`config.mk`:
```
export PLATFORM = sky130hd
export DESIGN_NAME = cont_updown_modn
export DESIGN_NICKNAME = d
export VERILOG_FILES = /design/src/rtl/cont_updown_modn_pkg.sv /design/src/rtl/cont_digit.sv /design/src/rtl/cont_updown_modn.sv
export SDC_FILE = /design/constraint.sdc
export NUM_CORES = 1
export LEC_CHECK = 0
export ABC_AREA = 1
export CAP_MARGIN = 20
export CORE_MARGIN = 8
export CORE_UTILIZATION = 39
export CTS_BUF_LIST = sky130_fd_sc_hd__clkbuf_4 sky130_fd_sc_hd__clkbuf_8
export CTS_CLUSTER_SIZE = 10
export DETAILED_ROUTE_END_ITERATION = 8
export HOLD_SLACK_MARGIN = 0.02
export PLACE_DENSITY = 0.66
export REMOVE_ABC_BUFFERS = 1
export SYNTH_ARGS = -nofsm -noshare
export SYNTH_HDL_FRONTEND = slang
export SYNTH_SLANG_ARGS = --single-unit
```
`constraint.sdc`:
```
create_clock -name clk -period 1.6 [get_ports clk]
set_clock_uncertainty 0.15 [all_clocks]
set_input_delay 0.24 -clock clk [delete_from_list [all_inputs] [get_ports clk]]
set_output_delay 0.24 -clock clk [all_outputs]
set_load 0.01 [all_outputs]
```
`src/rtl/cont_updown_modn_pkg.sv`:
```
// Shared defaults, legal parameter limits and width helper for the
// cascaded modulo-N up/down counter.
package cont_updown_modn_pkg;

    localparam int MOD_DEFAULT    = 10;
    localparam int DIGITS_DEFAULT = 4;
    localparam int MOD_MIN        = 2;
    localparam int MOD_MAX        = 16;
    localparam int DIGITS_MIN     = 1;
    localparam int DIGITS_MAX     = 8;

    function automatic int clog2(input int n);
        int r;
        r = 0;
        while ((1 << r) < n) begin
            r = r + 1;
        end
        return r;
    endfunction

endpackage

```
`src/rtl/cont_digit.sv`:
```
// One modulo-MOD up/down digit. Updates on the falling edge. Priority is
// clear, then load, then step. term flags the wrap value for the current direction.
module cont_digit
    import cont_updown_modn_pkg::*;
#(
    parameter  int MOD = MOD_DEFAULT,
    localparam int W   = clog2(MOD)
) (
    input  logic         clk,
    input  logic         clr_n,
    input  logic         load,
    input  logic [W-1:0] d,
    input  logic         step,
    input  logic         up_d,
    output logic [W-1:0] q,
    output logic         term
);

    localparam logic [W-1:0] TOP  = W'(MOD - 1);
    localparam logic [W-1:0] ONE  = W'(1);
    localparam logic [W:0]   MODV = (W + 1)'(MOD);

    // Load fields at or above the modulus clamp to the largest legal digit.
    function automatic logic [W-1:0] sat_digit(input logic [W-1:0] v);
        return ({1'b0, v} >= MODV) ? TOP : v;
    endfunction

    function automatic logic [W-1:0] next_digit(input logic [W-1:0] v,
                                                input logic         dir);
        if (dir) begin
            return (v == TOP) ? '0 : v + ONE;
        end else begin
            return (v == '0) ? TOP : v - ONE;
        end
    endfunction

    always_ff @(negedge clk) begin
        if (!clr_n) begin
            q <= '0;
        end else if (load) begin
            q <= sat_digit(d);
        end else if (step) begin
            q <= next_digit(q, up_d);
        end
    end

    assign term = up_d ? (q == TOP) : (q == '0);

endmodule

```
`src/rtl/cont_updown_modn.sv`:
```
// Cascaded DIGITS-digit modulo-MOD up/down counter with terminal count,
// cascade carry and a registered full-range wrap pulse.
module cont_updown_modn
    import cont_updown_modn_pkg::*;
#(
    parameter  int MOD    = MOD_DEFAULT,
    parameter  int DIGITS = DIGITS_DEFAULT,
    localparam int W      = clog2(MOD)
) (
    input  logic                clk,
    input  logic                clr_n,
    input  logic                en,
    input  logic                up_d,
    input  logic                load,
    input  logic [DIGITS*W-1:0] din,
    output logic [DIGITS*W-1:0] cnt,
    output logic                tc,
    output logic                co,
    output logic                ovf
);

    if (MOD < MOD_MIN || MOD > MOD_MAX) begin : g_bad_mod
        $error("cont_updown_modn: MOD=%0d outside %0d..%0d", MOD, MOD_MIN, MOD_MAX);
    end
    if (DIGITS < DIGITS_MIN || DIGITS > DIGITS_MAX) begin : g_bad_digits
        $error("cont_updown_modn: DIGITS=%0d outside %0d..%0d", DIGITS, DIGITS_MIN, DIGITS_MAX);
    end

    logic [DIGITS-1:0] step;
    logic [DIGITS-1:0] term;

    // A digit steps only when every lower digit is about to wrap.
    for (genvar i = 0; i < DIGITS; i++) begin : g_digit
        if (i == 0) begin : g_first
            assign step[i] = en;
        end else begin : g_chain
            assign step[i] = step[i-1] & term[i-1];
        end

        cont_digit #(
            .MOD (MOD)
        ) u_digit (
            .clk   (clk),
            .clr_n (clr_n),
            .load  (load),
            .d     (din[i*W +: W]),
            .step  (step[i]),
            .up_d  (up_d),
            .q     (cnt[i*W +: W]),
            .term  (term[i])
        );
    end

    assign tc = &term;
    assign co = tc & en;

    // co=1 means every digit wraps on this edge, so it marks a full-range wrap.
    always_ff @(negedge clk) begin
        if (!clr_n) begin
            ovf <= 1'b0;
        end else if (load) begin
            ovf <= 1'b0;
        end else begin
            ovf <= co;
        end
    end

endmodule

```
======== Word level (Yosys, flattened, before mapping) ========
Cells that the tools add are included.
storage, ports and cells
  register bits ........................... 17
  latch bits .............................. 0
  RAM bits ................................ 0
  bits in read-only memories .............. 0
  output and inout bits ................... 19
  logic and storage cells ................. 64
  memories ................................ 0
operators by class
  add/subtract/negate cells ............... 8
  $mul .................................... 0
  divide/modulo/power cells ............... 0
  order comparisons ....................... 4
  equal/unequal tests ..................... 4
  shift-type cells ........................ 0
  mux-type cells .......................... 28
  bitwise gates (word level) .............. 5
  reduce and logical (&&, ||, !) cells .... 10
operators by type and width
  cell                   count
  $mux W4                24
  $add A4 B1 Y4 const B  4
  $eq A4 B4 Y1 const B   4
  $ge A4 B4 Y1 const B   4
  $logic_not A4 Y1       4
  $sub A4 B1 Y4 const B  4
  $reduce_bool A2 Y1     4
  $and A1 B1 Y1          4
  $mux W1                4
  $reduce_and A4 Y1      1
  $reduce_or A2 Y1       1
  $not A1 Y1             1

======== Depth between registers and ports, before layout ========
Gate-level depths: netlist of the first run.
  depth after elaboration ................. 7
  depth in mapped cells ................... 10

======== Hierarchy ========
From an unflattened synthesis of the first run, not the netlist that was laid out.
unflattened totals
  cell total of the unflattened synthesis .. 279
  area total of the unflattened synthesis .. 1,556.5 um^2
by module, submodules not included
  module            times used  cells an instance  area an instance (um^2)  seq. area each (um^2)
  cont_digit        4           66                 366.6                    80.1
  cont_updown_modn  1           15                 90.1                     20.0

==> metrics, run 1 <==
outcome=finished with violations; violations in the final reports=setup timing; WHS Path Cells=2; static leakage power=1.84 nW; number of placed I/O pins=40; layout overhead on the synthesized area=126%; top cell types by occurrence after synthesis=89 x sky130_fd_sc_hd__nand2_1, 38 x sky130_fd_sc_hd__nor2_1, 27 x sky130_fd_sc_hd__inv_1; clock tree from TritonCTS=built; Least-Margin Pin Slew=0.285 ns; Synth area leader=sky130_fd_sc_hd__dfxtp_1; floorplan die width=79.9 um; hold-fix buffer count after cts=0; Remaining DRCs=0; max-capacitance violation count=0; Iteration-0 DRC Markers=275; Seq cells post-synth=17; worst r2r path cells=21; total via count after detailed routing=2914; final HPWL from detailed placement=3880 um; final weighted congestion in routability-driven placement=0.918; Max-slew headroom=80.8%; most common cell in the synthesized netlist=sky130_fd_sc_hd__nand2_1; routed wirelength normalized by instance count=19.2 um; ratio of total power to cell area=715 nW/um^2; number of synthesized flops with an enable pin=0; Clock Sink Count=17; endpoint class of the critical path=primary output; Core ar.=3970 sq um; number of setup violations in the final report=35; Post-Place Setup Slack=-1.34 ns; register-to-register setup slack=-1.07 ns; via count of the first global-routing pass=2429; Final Util=90.8%; die area=6380 sq um; DRT Wirelength=9610 um; via density per instance=5.82; Ant. Diodes=0; Worst Setup Slack, final=-1.20 ns; wire length of the first global-routing pass=10700 um; Synth cell types=27; Area contributors post-synth=sky130_fd_sc_hd__dfxtp_1 21%, sky130_fd_sc_hd__nand2_1 21%, sky130_fd_sc_hd__nor2_1 9.0%, sky130_fd_sc_hd__nand3_1 7.9%, sky130_fd_sc_hd__o21ai_0 7.2%; overall overflow remaining after global route=0; quantity of I/O buffers inserted on ports=39; pin count of the biggest net entering global routing=13; DIE HEIGHT=79.9 um; count of TritonRoute iterations in the first routing pass=7; unrepaired setup endpoints after global routing=true; H-tree depth=1; startpoint types=flop; # nets final=473; main flop type after synthesis=sky130_fd_sc_hd__dfxtp_1; latest clock arrival within the worst-skew pair=0.39 ns; Worst Hold Path EP=g_digit[0].u_digit.q[2]$_SDFFE_NN0P_; buffer cell driving the clock tree root=sky130_fd_sc_hd__clkbuf_8; largest fanout on the critical path=4; initial cell density of the core=40.1%; mean post-synth cell area=5.66 sq um; total of warnings raised by yosys=0; Syn Std Cell Area=1590 sq um; Site Rows=23; HP Class=flop to flop; Data required, critical path=1.21 ns; Hold Crit Start=g_digit[0].u_digit.q[2]$_SDFFE_NN0P_; register area share after synthesis=21.4%; worst flop-to-flop path endpoint=g_digit[2].u_digit.q[3]$_SDFFE_NN0P_; number of antenna violations at the first check in global routing=0; area fraction of the dominant cell type after synthesis=21.4%; async set-or-reset flop fraction in the synthesized netlist=0%; clock slew at reported path FFs=0.10 ns; Worst Path Class, Setup=flop to primary output; Critical R2R Launch=g_digit[2].u_digit.q[1]$_SDFFE_NN0P_; global-route usage over all layers=20.6%; synthesized instance count=281; number of hold violations in the final report=0; CP arrival=2.41 ns; number of CTS-inserted buffers=3; peak ir drop on the vdd network=0.478 mV; Antenna Nets Post-Route=0; Max Transition Viols Final=0; fraction of final layout cells with drive strength greater than 1=53.4%; maximum buffer depth of the clock tree=2
## stage by stage
step           setup TNS (ns)  cell area (sq um)  cells  power (mW)  hold slack [ns]
2_1_floorplan           -7.21               1540    273       0.974            0.397
4_1_cts                -14.79               3110    476        2.13            0.418
3_3_place_gp           -29.65               2440    422        1.38            0.452
5_1_grt                -25.56               3600    501        2.68            0.459
6_report               -24.66               3600    501        2.58            0.449
3_5_place_dp           -29.89               2440    422        1.38            0.449
## what timing repair did
item	CTS	global route
setup endpoints to repair	36	36
resized for setup	219	93
pin swaps	28	49
buffers inserted	37	35
gates cloned	2	0
## flip-flops by register name (all words and copies together), names as in the netlist
name / cells
g_digit.u_digit.q: 16
ovf: 1
## kinds of logic (layout without fill, tap and decap cells)
group	after synthesis	count (layout)	synth area share, %
buffers and inverters	42	211	11.2
AND/OR/NAND/NOR	176	177	51.4
AO/OA/AOI/OAI	45	45	15.4
XOR/XNOR	1	1	0.550
flip-flops	17	17	21.4
## metal layers
layer	vias up	wire, um	track usage, %
met4	0	589	10.0
met3	75	986	5.52
li1	1248	-	-
met5	-	0	0
met2	250	4540	35.8
met1	1341	3500	22.5
## power breakdown
part,total [mW],internal [mW],switching (mW)
clock network,0.603,0.229,0.373
logic,1.44,0.736,0.702
registers,0.536,0.470,0.0664
## worst max path at each step
stage | start | end | cells after the start
after floorplan | g_digit[2].u_digit.q[0]$_SDFFE_NN0P_ | tc | 6
after global placement | g_digit[0].u_digit.q[0]$_SDFFE_NN0P_ | tc | 6
after detailed placement | g_digit[0].u_digit.q[0]$_SDFFE_NN0P_ | tc | 7
after CTS | g_digit[0].u_digit.q[1]$_SDFFE_NN0P_ | tc | 6
after global routing | g_digit[3].u_digit.q[1]$_SDFFE_NN0P_ | tc | 6
final | g_digit[0].u_digit.q[2]$_SDFFE_NN0P_ | tc | 6
## worst max-delay path: stages (launching register included)
cell and delay, ns:
sky130_fd_sc_hd__dfxtp_4 0.38, sky130_fd_sc_hd__nor2_2 0.11, sky130_fd_sc_hd__nand2_1 0.09, sky130_fd_sc_hd__nand2_2 0.13, sky130_fd_sc_hd__nand2_2 0.09, sky130_fd_sc_hd__nor4_4 0.25, sky130_fd_sc_hd__buf_2 0.17
## cells in the final DEF, fill, tap and decap left out, types with 6 or more instances in the layout
cell / netlist / final
sky130_fd_sc_hd__nor2_1: 38 / 27
sky130_fd_sc_hd__buf_4: 3 / 68
sky130_fd_sc_hd__nand2_1: 89 / 69
sky130_fd_sc_hd__nand3_1: 25 / 20
sky130_fd_sc_hd__a21oi_1: 13 / 9
sky130_fd_sc_hd__nor2_4: 4 / 13
sky130_fd_sc_hd__inv_1: 27 / 39
sky130_fd_sc_hd__nand2_4: 2 / 6
sky130_fd_sc_hd__nand2_2: 5 / 18
sky130_fd_sc_hd__nor2_2: 4 / 6
sky130_fd_sc_hd__inv_2: 7 / 9
sky130_fd_sc_hd__buf_6: 1 / 62
sky130_fd_sc_hd__clkdlybuf4s50_1: 0 / 8
sky130_fd_sc_hd__o21ai_0: 23 / 14
sky130_fd_sc_hd__dfxtp_4: 0 / 12
## final cells by class
class | count | area [sq um]
multi-input combinational | 223 | 1390
fill | 169 | 367
inverter | 33 | 144
clock buffer | 3 | 41.3
timing repair buffer | 157 | 1510
clock inverter | 18 | 67.6
tap | 50 | 62.6
sequential | 17 | 390
Power figures use the tool's default switching activity.
==> run 2, diff against run 1 <==
--- a/config.mk
+++ b/config.mk
@@ -15,6 +15,8 @@
 export HOLD_SLACK_MARGIN = 0.02
 export PLACE_DENSITY = 0.66
 export REMOVE_ABC_BUFFERS = 1
+export SLEW_MARGIN = 20
 export SYNTH_ARGS = -nofsm -noshare
 export SYNTH_HDL_FRONTEND = slang
+export SYNTH_HIERARCHICAL = 1
 export SYNTH_SLANG_ARGS = --single-unit
==> run 2 against run 1 <==
The run still ends with setup timing left. Utilization decreased by 9.0 points. Worst setup slack improved by 0.067 ns. Sequential share of layout area is 0.55 points higher. Critical endpoint unchanged. Largest power group unchanged.
==> metrics, run 2 <==
startpoint types=flop; ratio of total power to cell area=589 nW/um^2 (-18%); Core ar.=3910 sq um (-1.4%); HP Class=flop to flop; static leakage power=1.64 nW (-11%); Site Rows=23 (unchanged); highest cell delay on the worst timing path=0.33 ns (-0.05 ns); Max Transition Viols Final=0 (unchanged); layout overhead on the synthesized area=106%; clock slew at reported path FFs=0.04 ns (-0.06 ns); number of synthesized flops with an enable pin=0 (unchanged); unrepaired setup endpoints after global routing=true; number of antenna violations at the first check in global routing=0 (unchanged); quantity of I/O buffers inserted on ports=39 (unchanged); initial cell density of the core=39.8% (-0.31 points); buffer cell driving the clock tree root=sky130_fd_sc_hd__clkbuf_8; Syn Std Cell Area=1560 sq um (-2.2%); die area=6270 sq um (-1.8%); routed wirelength normalized by instance count=13.8 um (-28%); Clock Sink Count=17 (unchanged); CP arrival=2.34 ns (-0.07 ns); global-route usage over all layers=19.3% (-1.3 points); via count of the first global-routing pass=2352 (-3.2%); Least-Margin Pin Slew=0.269 ns (-0.0163 ns); Worst Setup Slack, final=-1.13 ns (+0.0669 ns); largest register by flop count=g_digit.u_digit/q; # nets final=452 (-4.4%); hold-fix buffer count after cts=0 (unchanged); async set-or-reset flop fraction in the synthesized netlist=0% (unchanged); library cell appearing most often on the critical path=sky130_fd_sc_hd__nor2_4; Max-slew headroom=81.9% (+1.1 points); peak ir drop on the vdd network=0.369 mV (-23%); largest fanout on the critical path=3 (-1); Antenna Nets Post-Route=0 (unchanged); max reg flops=16 (unchanged); outcome=finished with violations; Ant. Diodes=0 (unchanged); area fraction of the dominant cell type after synthesis=21.9% (+0.48 points); Data required, critical path=1.21 ns (about the same); DIE HEIGHT=79.2 um (-0.88%); Final Util=81.7% (-9.0 points); Synth area leader=sky130_fd_sc_hd__dfxtp_1; final HPWL from detailed placement=4110 um (+6.0%); total via count after detailed routing=2430 (-17%); mean post-synth cell area=5.58 sq um (-1.5%); clock tree from TritonCTS=built; endpoint class of the critical path=primary output; wire length of the first global-routing pass=10200 um (-4.7%); top cell types by occurrence after synthesis=53 x sky130_fd_sc_hd__inv_1, 50 x sky130_fd_sc_hd__nand2_1, 40 x sky130_fd_sc_hd__nand3_1; DRT Wirelength=6640 um (-31%); Iteration-0 DRC Markers=164 (-40%); violations in the final reports=setup timing; number of placed I/O pins=40 (unchanged); overall overflow remaining after global route=0 (unchanged); Total Neg Setup Slack=-18.85 ns (+5.81 ns); max-capacitance violation count=0 (unchanged); H-tree depth=1 (unchanged); most common library cell in the layout ignoring fill and taps=sky130_fd_sc_hd__buf_4; number of CTS-inserted buffers=3 (unchanged); main flop type after synthesis=sky130_fd_sc_hd__dfxtp_1; register area share after synthesis=21.9% (+0.48 points); number of hold violations in the final report=0 (unchanged); Worst path top cell family by delay=simple AND/OR/NAND/NOR gates; Synth cell types=16 (-41%); most common cell in the synthesized netlist=sky130_fd_sc_hd__inv_1; ordered list of cells on the worst path=inv_1 > nand2_1 > nor2_4 > nor2_1 > nor2_2 > nand2_2 > buf_4 > nor2_4 > buf_6; pin count of the biggest net entering global routing=10 (-3); Inst Count DP=427 (+1.2%); commonest cells after routing, fill and taps aside=72 x sky130_fd_sc_hd__buf_4, 44 x sky130_fd_sc_hd__nand2_1, 42 x sky130_fd_sc_hd__buf_6, 41 x sky130_fd_sc_hd__inv_1, 37 x sky130_fd_sc_hd__nand3_1; Remaining DRCs=0 (unchanged); number of setup violations in the final report=35 (unchanged); Worst Path Class, Setup=flop to primary output; cell type of the slowest stage on the worst timing path=sky130_fd_sc_hd__dfxtp_2; non-filler cells in the finished layout=480 (-4.2%); maximum buffer depth of the clock tree=2 (unchanged); Area contributors post-synth=sky130_fd_sc_hd__dfxtp_1 22%, sky130_fd_sc_hd__nand3_1 13%, sky130_fd_sc_hd__inv_1 13%, sky130_fd_sc_hd__nand2_1 12%, sky130_fd_sc_hd__nor2_1 8.2%; fraction of final layout cells with drive strength greater than 1=55.8% (+2.4 points); latest clock arrival within the worst-skew pair=0.34 ns (-0.05 ns); biggest regs=g_digit.u_digit/q (16), ovf (1); Post-Place Setup Slack=-1.36 ns (-0.0181 ns); Crit path buffers/inverters=3 (+2); synthesized instance count=279 (-0.71%); count of TritonRoute iterations in the first routing pass=4 (-3); via density per instance=5.06 (-13%); floorplan die width=79.2 um (-0.88%); total of warnings raised by yosys=6 (+6); final weighted congestion in routability-driven placement=0.859 (-6.5%); Seq cells post-synth=17 (unchanged)
-- run 2: path summary, 6_finish.rpt --
| check | start | endpoint | slack, ns | depth (start not counted) |
|---|---|---|---|---|
| setup / recovery | g_digit[2].u_digit/q[3]$_SDFFE_NN0P_ | tc | -1.13 | 9 |
| hold / removal | g_digit[3].u_digit/q[1]$_SDFFE_NN0P_ | g_digit[3].u_digit/q[1]$_SDFFE_NN0P_ | 0.48 | 3 |
| setup reg to reg | g_digit[0].u_digit/q[2]$_SDFFE_NN0P_ | g_digit[2].u_digit/q[2]$_SDFFE_NN0P_ | -0.40 | 14 |
| hold reg to reg | g_digit[3].u_digit/q[1]$_SDFFE_NN0P_ | g_digit[3].u_digit/q[1]$_SDFFE_NN0P_ | 0.48 | 3 |
-- run 2: logic make-up after synthesis --
family | synth area share, %
DFF | 21.9
AOI/OAI and AO/OA | 18.6
and+or+nand+nor | 44.5
buffers and inverters | 15.0
-- run 2: worst register-to-register path, stage by stage (launching register included) --
cell and delay [ns]:
sky130_fd_sc_hd__dfxtp_2 0.32, sky130_fd_sc_hd__inv_2 0.09, sky130_fd_sc_hd__nand3_2 0.08, sky130_fd_sc_hd__nor2_2 0.12, sky130_fd_sc_hd__nor2_2 0.06, sky130_fd_sc_hd__nor2_2 0.13, sky130_fd_sc_hd__nand2_2 0.10, sky130_fd_sc_hd__buf_4 0.14
sky130_fd_sc_hd__buf_6 0.12, sky130_fd_sc_hd__nor2_4 0.10, sky130_fd_sc_hd__inv_2 0.06, sky130_fd_sc_hd__nor2_4 0.14, sky130_fd_sc_hd__buf_4 0.14, sky130_fd_sc_hd__nand2_1 0.07, sky130_fd_sc_hd__a21oi_2 0.12
-- run 2: report_power, final --
| group | switching (mW) | internal, mW | total [mW] |
|---|---|---|---|
| sequential | 0.0271 | 0.460 | 0.487 |
| clock | 0.295 | 0.227 | 0.522 |
| combinational | 0.425 | 0.449 | 0.874 |
-- run 2: layer usage --
layer	global-route usage [%]	routed length (um)	up-vias
li1	-	-	1201
met1	21.6	2690	1105
met2	33.1	3350	104
met3	5.87	421	20
met4	8.15	176	0
met5	0	0	-
-- run 2: cell type report --
type | instances | area (sq um)
Inverter | 56 | 233
Fill cell | 271 | 714
Clock inverter | 18 | 67.6
Clock buffer | 3 | 41.3
Timing Repair Buffer | 135 | 1240
Multi-Input combinational cell | 201 | 1190
Tap cell | 50 | 62.6
Sequential cell | 17 | 364
-- run 2: what timing repair did --
action | in CTS | in global routing
setup endpoints to repair | 36 | 36
setup buffers | 27 | 21
gates cloned | 1 | 0
pin swaps | 28 | 24
resized for setup | 215 | 53
-- run 2: per-stage QoR --
step	instance area, sq um	power [mW]	hold WS, ns
after floorplan	1560	0.848	0.402
after global placement	2450	1.17	0.419
after detailed placement	2450	1.18	0.430
after CTS	2980	1.76	0.432
after global routing	3200	2.03	0.484
final	3200	1.88	0.481
==> run 3, diff against run 2 <==
--- a/config.mk
+++ b/config.mk
@@ -15,8 +15,6 @@
 export HOLD_SLACK_MARGIN = 0.02
 export PLACE_DENSITY = 0.66
 export REMOVE_ABC_BUFFERS = 1
-export SLEW_MARGIN = 20
 export SYNTH_ARGS = -nofsm -noshare
 export SYNTH_HDL_FRONTEND = slang
-export SYNTH_HIERARCHICAL = 1
 export SYNTH_SLANG_ARGS = --single-unit
==> constraint.sdc (replaced) <==
create_clock -name clk -period 1.6 [get_ports clk]
set_clock_uncertainty 0.15 [all_clocks]
set_input_delay 0.24 -clock clk [delete_from_list [all_inputs] [get_ports clk]]
set_output_delay 0.24 -clock clk [all_outputs]
set_load 0.005 [all_outputs]
==> run 3 against run 2 <==
The run still ends with setup timing left. Cell area is 0.74% higher. Sequential share of layout area rose by 0.58 points. Register-to-register slack improved by 0.25 ns. Critical path type unchanged. Critical endpoint is now co. Highest routed layer unchanged.
==> metrics, run 3 (synthesized netlist as in run 1, its figures left out) <==
outcome=finished with violations; violations in the final reports=setup timing; H-tree depth=1 (unchanged); Max Transition Viols Final=0 (unchanged); DIE HEIGHT=79.9 um (+0.89%); overall overflow remaining after global route=0 (unchanged); largest fanout on the critical path=3 (unchanged); Worst path top cell family by delay=simple AND/OR/NAND/NOR gates; startpoint types=flop; buffer cell driving the clock tree root=sky130_fd_sc_hd__clkbuf_8; number of setup violations in the final report=35 (unchanged); Iteration-0 DRC Markers=135 (-18%); sequential cell area=385 sq um (+5.8%); Core ar.=3970 sq um (+1.5%); Remaining DRCs=0 (unchanged); peak ir drop on the vdd network=0.398 mV (+7.9%); Antenna Nets Post-Route=0 (unchanged); routed wirelength normalized by instance count=13.6 um (-1.8%); clock tree from TritonCTS=built; clock slew at reported path FFs=0.04 ns (about the same); Clock Sink Count=17 (unchanged); most common library cell in the layout ignoring fill and taps=sky130_fd_sc_hd__nand2_1; final HPWL from detailed placement=3890 um (-5.5%); via density per instance=5.01 (-0.94%); wire length of the first global-routing pass=9510 um (-6.7%); final weighted congestion in routability-driven placement=0.877 (+2.0%); hold-fix buffer count after cts=0 (unchanged); cell type of the slowest stage on the worst timing path=sky130_fd_sc_hd__dfxtp_4; static leakage power=1.65 nW (+0.82%); non-filler cells in the finished layout=471 (-1.9%); layout overhead on the synthesized area=103%; max reg flops=16 (unchanged); Total Neg Setup Slack=-17.46 ns (+1.39 ns); floorplan die width=79.9 um (+0.89%); commonest cells after routing, fill and taps aside=71 x sky130_fd_sc_hd__nand2_1, 53 x sky130_fd_sc_hd__buf_4, 46 x sky130_fd_sc_hd__buf_6, 39 x sky130_fd_sc_hd__inv_1, 28 x sky130_fd_sc_hd__nor2_1; Site Rows=23 (unchanged); number of hold violations in the final report=0 (unchanged); via count of the first global-routing pass=2244 (-4.6%); CP arrival=2.36 ns (+0.02 ns); number of CTS-inserted buffers=3 (unchanged); area of combinational cells with multiple inputs=1300 sq um (+9.2%); max-capacitance violation count=0 (unchanged); largest register by flop count=g_digit.u_digit.q; Worst Path Class, Setup=flop to primary output; quantity of I/O buffers inserted on ports=39 (unchanged); maximum buffer depth of the clock tree=2 (unchanged); initial cell density of the core=40.1% (+0.31 points); Crit path buffers/inverters=3 (unchanged); ordered list of cells on the worst path=inv_4 > nor2_4 > nand2_2 > nand2_2 > nand2_2 > buf_6 > nor2_4 > nand2_2 > nor2_1 > buf_2; total via count after detailed routing=2362 (-2.8%); Post-Place Setup Slack=-1.27 ns (+0.0897 ns); Worst Setup Slack, final=-1.15 ns (-0.0237 ns); count of TritonRoute iterations in the first routing pass=4 (unchanged); HP Class=flop to flop; number of filler cells placed in the layout=259 (-4.4%); ratio of total power to cell area=670 nW/um^2 (+14%); # nets final=443 (-2.0%); latest clock arrival within the worst-skew pair=0.35 ns (about the same); highest cell delay on the worst timing path=0.38 ns (+0.05 ns); global-route usage over all layers=18.3% (-1.1 points); Least-Margin Pin Slew=0.208 ns (-0.0606 ns); Max-slew headroom=86.0% (+4.1 points); library cell appearing most often on the critical path=sky130_fd_sc_hd__nand2_2; Data required, critical path=1.21 ns (about the same); DRT Wirelength=6400 um (-3.6%); fraction of final layout cells with drive strength greater than 1=49.4% (-6.4 points); pin count of the biggest net entering global routing=13 (+3); Inst Count DP=417 (-2.3%); endpoint class of the critical path=primary output; die area=6380 sq um (+1.8%); biggest regs=g_digit.u_digit.q (16), ovf (1); number of antenna violations at the first check in global routing=0 (unchanged); Ant. Diodes=0 (unchanged); unrepaired setup endpoints after global routing=true; number of placed I/O pins=40 (unchanged)
==> run 3: changes by cell type in the layout (fill, tap and decap cells not counted), sizes merged, moves of 3 or more <==
cell         delta
inv            -19
nor2            +6
a221oi          -4
a21oi           -7
nand4           +4
buf             -6
dlygate4sd2     -3
o21ai           -3
nand3          -17
a22oi           +3
nand2          +32
clkinv          -4
==> run 3: worst paths after layout <==
check | startpoint | endpoint | slack, ns | cells after the start
setup / recovery | g_digit[2].u_digit.q[3]$_SDFFE_NN0P_ | co | -1.15 | 10
hold / removal | g_digit[1].u_digit.q[2]$_SDFFE_NN0P_ | g_digit[1].u_digit.q[2]$_SDFFE_NN0P_ | 0.47 | 3
setup reg to reg | g_digit[2].u_digit.q[3]$_SDFFE_NN0P_ | g_digit[2].u_digit.q[3]$_SDFFE_NN0P_ | -0.15 | 14
hold reg to reg | g_digit[1].u_digit.q[2]$_SDFFE_NN0P_ | g_digit[1].u_digit.q[2]$_SDFFE_NN0P_ | 0.47 | 3
==> run 3: per-stage QoR <==
stage / cell area (sq um) / utilization [%] / hold slack (ns) / total power, mW
2_1_floorplan: 1540 / - / 0.371 / 0.959
3_3_place_gp: 2420 / 60.9 / 0.468 / 1.36
3_5_place_dp: 2420 / 60.9 / 0.464 / 1.37
4_1_cts: 2980 / 75.0 / 0.468 / 2.02
5_1_grt: 3220 / 81.2 / 0.489 / 2.33
6_report: 3220 / 81.2 / 0.470 / 2.16
==> run 3: routing by layer <==
layer  track usage (%)  vias to the layer above  share of wire (%)
met3              4.84                       12                5.8
met5                 0                        -                  0
met2              32.0                       83                 51
met4              9.64                        0                1.8
li1                  -                     1187                  -
met1              19.4                     1080                 41
==> run 3: repair_timing <==
action,4_1_cts,5_1_grt
buffers inserted,28,20
resized for setup,212,54
setup endpoints to repair,36,36
gates cloned,0,0
pin swaps,35,26
==> run 3: final cells by class <==
| class | instances | share of cell area [%] |
|---|---|---|
| Inverter | 33 | 4.00 |
| Clock buffer | 3 | 1.28 |
| Timing Repair Buffer | 128 | 38.3 |
| Sequential cell | 17 | 12.0 |
| Multi-Input combinational cell | 222 | 40.4 |
| Tap cell | 50 | 1.94 |
| Clock inverter | 18 | 2.10 |
==> run 3: worst reg2reg max path, stage by stage (launching register included) <==
cell and delay (ns):
sky130_fd_sc_hd__dfxtp_4 0.36, sky130_fd_sc_hd__buf_6 0.12, sky130_fd_sc_hd__buf_6 0.10, sky130_fd_sc_hd__buf_6 0.10, sky130_fd_sc_hd__buf_6 0.10, sky130_fd_sc_hd__buf_6 0.10
sky130_fd_sc_hd__nand4_1 0.06, sky130_fd_sc_hd__nand2_1 0.06, sky130_fd_sc_hd__inv_1 0.06, sky130_fd_sc_hd__nand2_1 0.04, sky130_fd_sc_hd__nand3_1 0.08, sky130_fd_sc_hd__nand2_1 0.06
sky130_fd_sc_hd__nand2_1 0.06, sky130_fd_sc_hd__nand2_1 0.06, sky130_fd_sc_hd__nor2_1 0.15
==> run 3: report_power, final <==
group          switching [mW]  internal [mW]
Clock                   0.291          0.228
Sequential             0.0597          0.472
Combinational           0.521          0.588
Total                   0.871           1.29
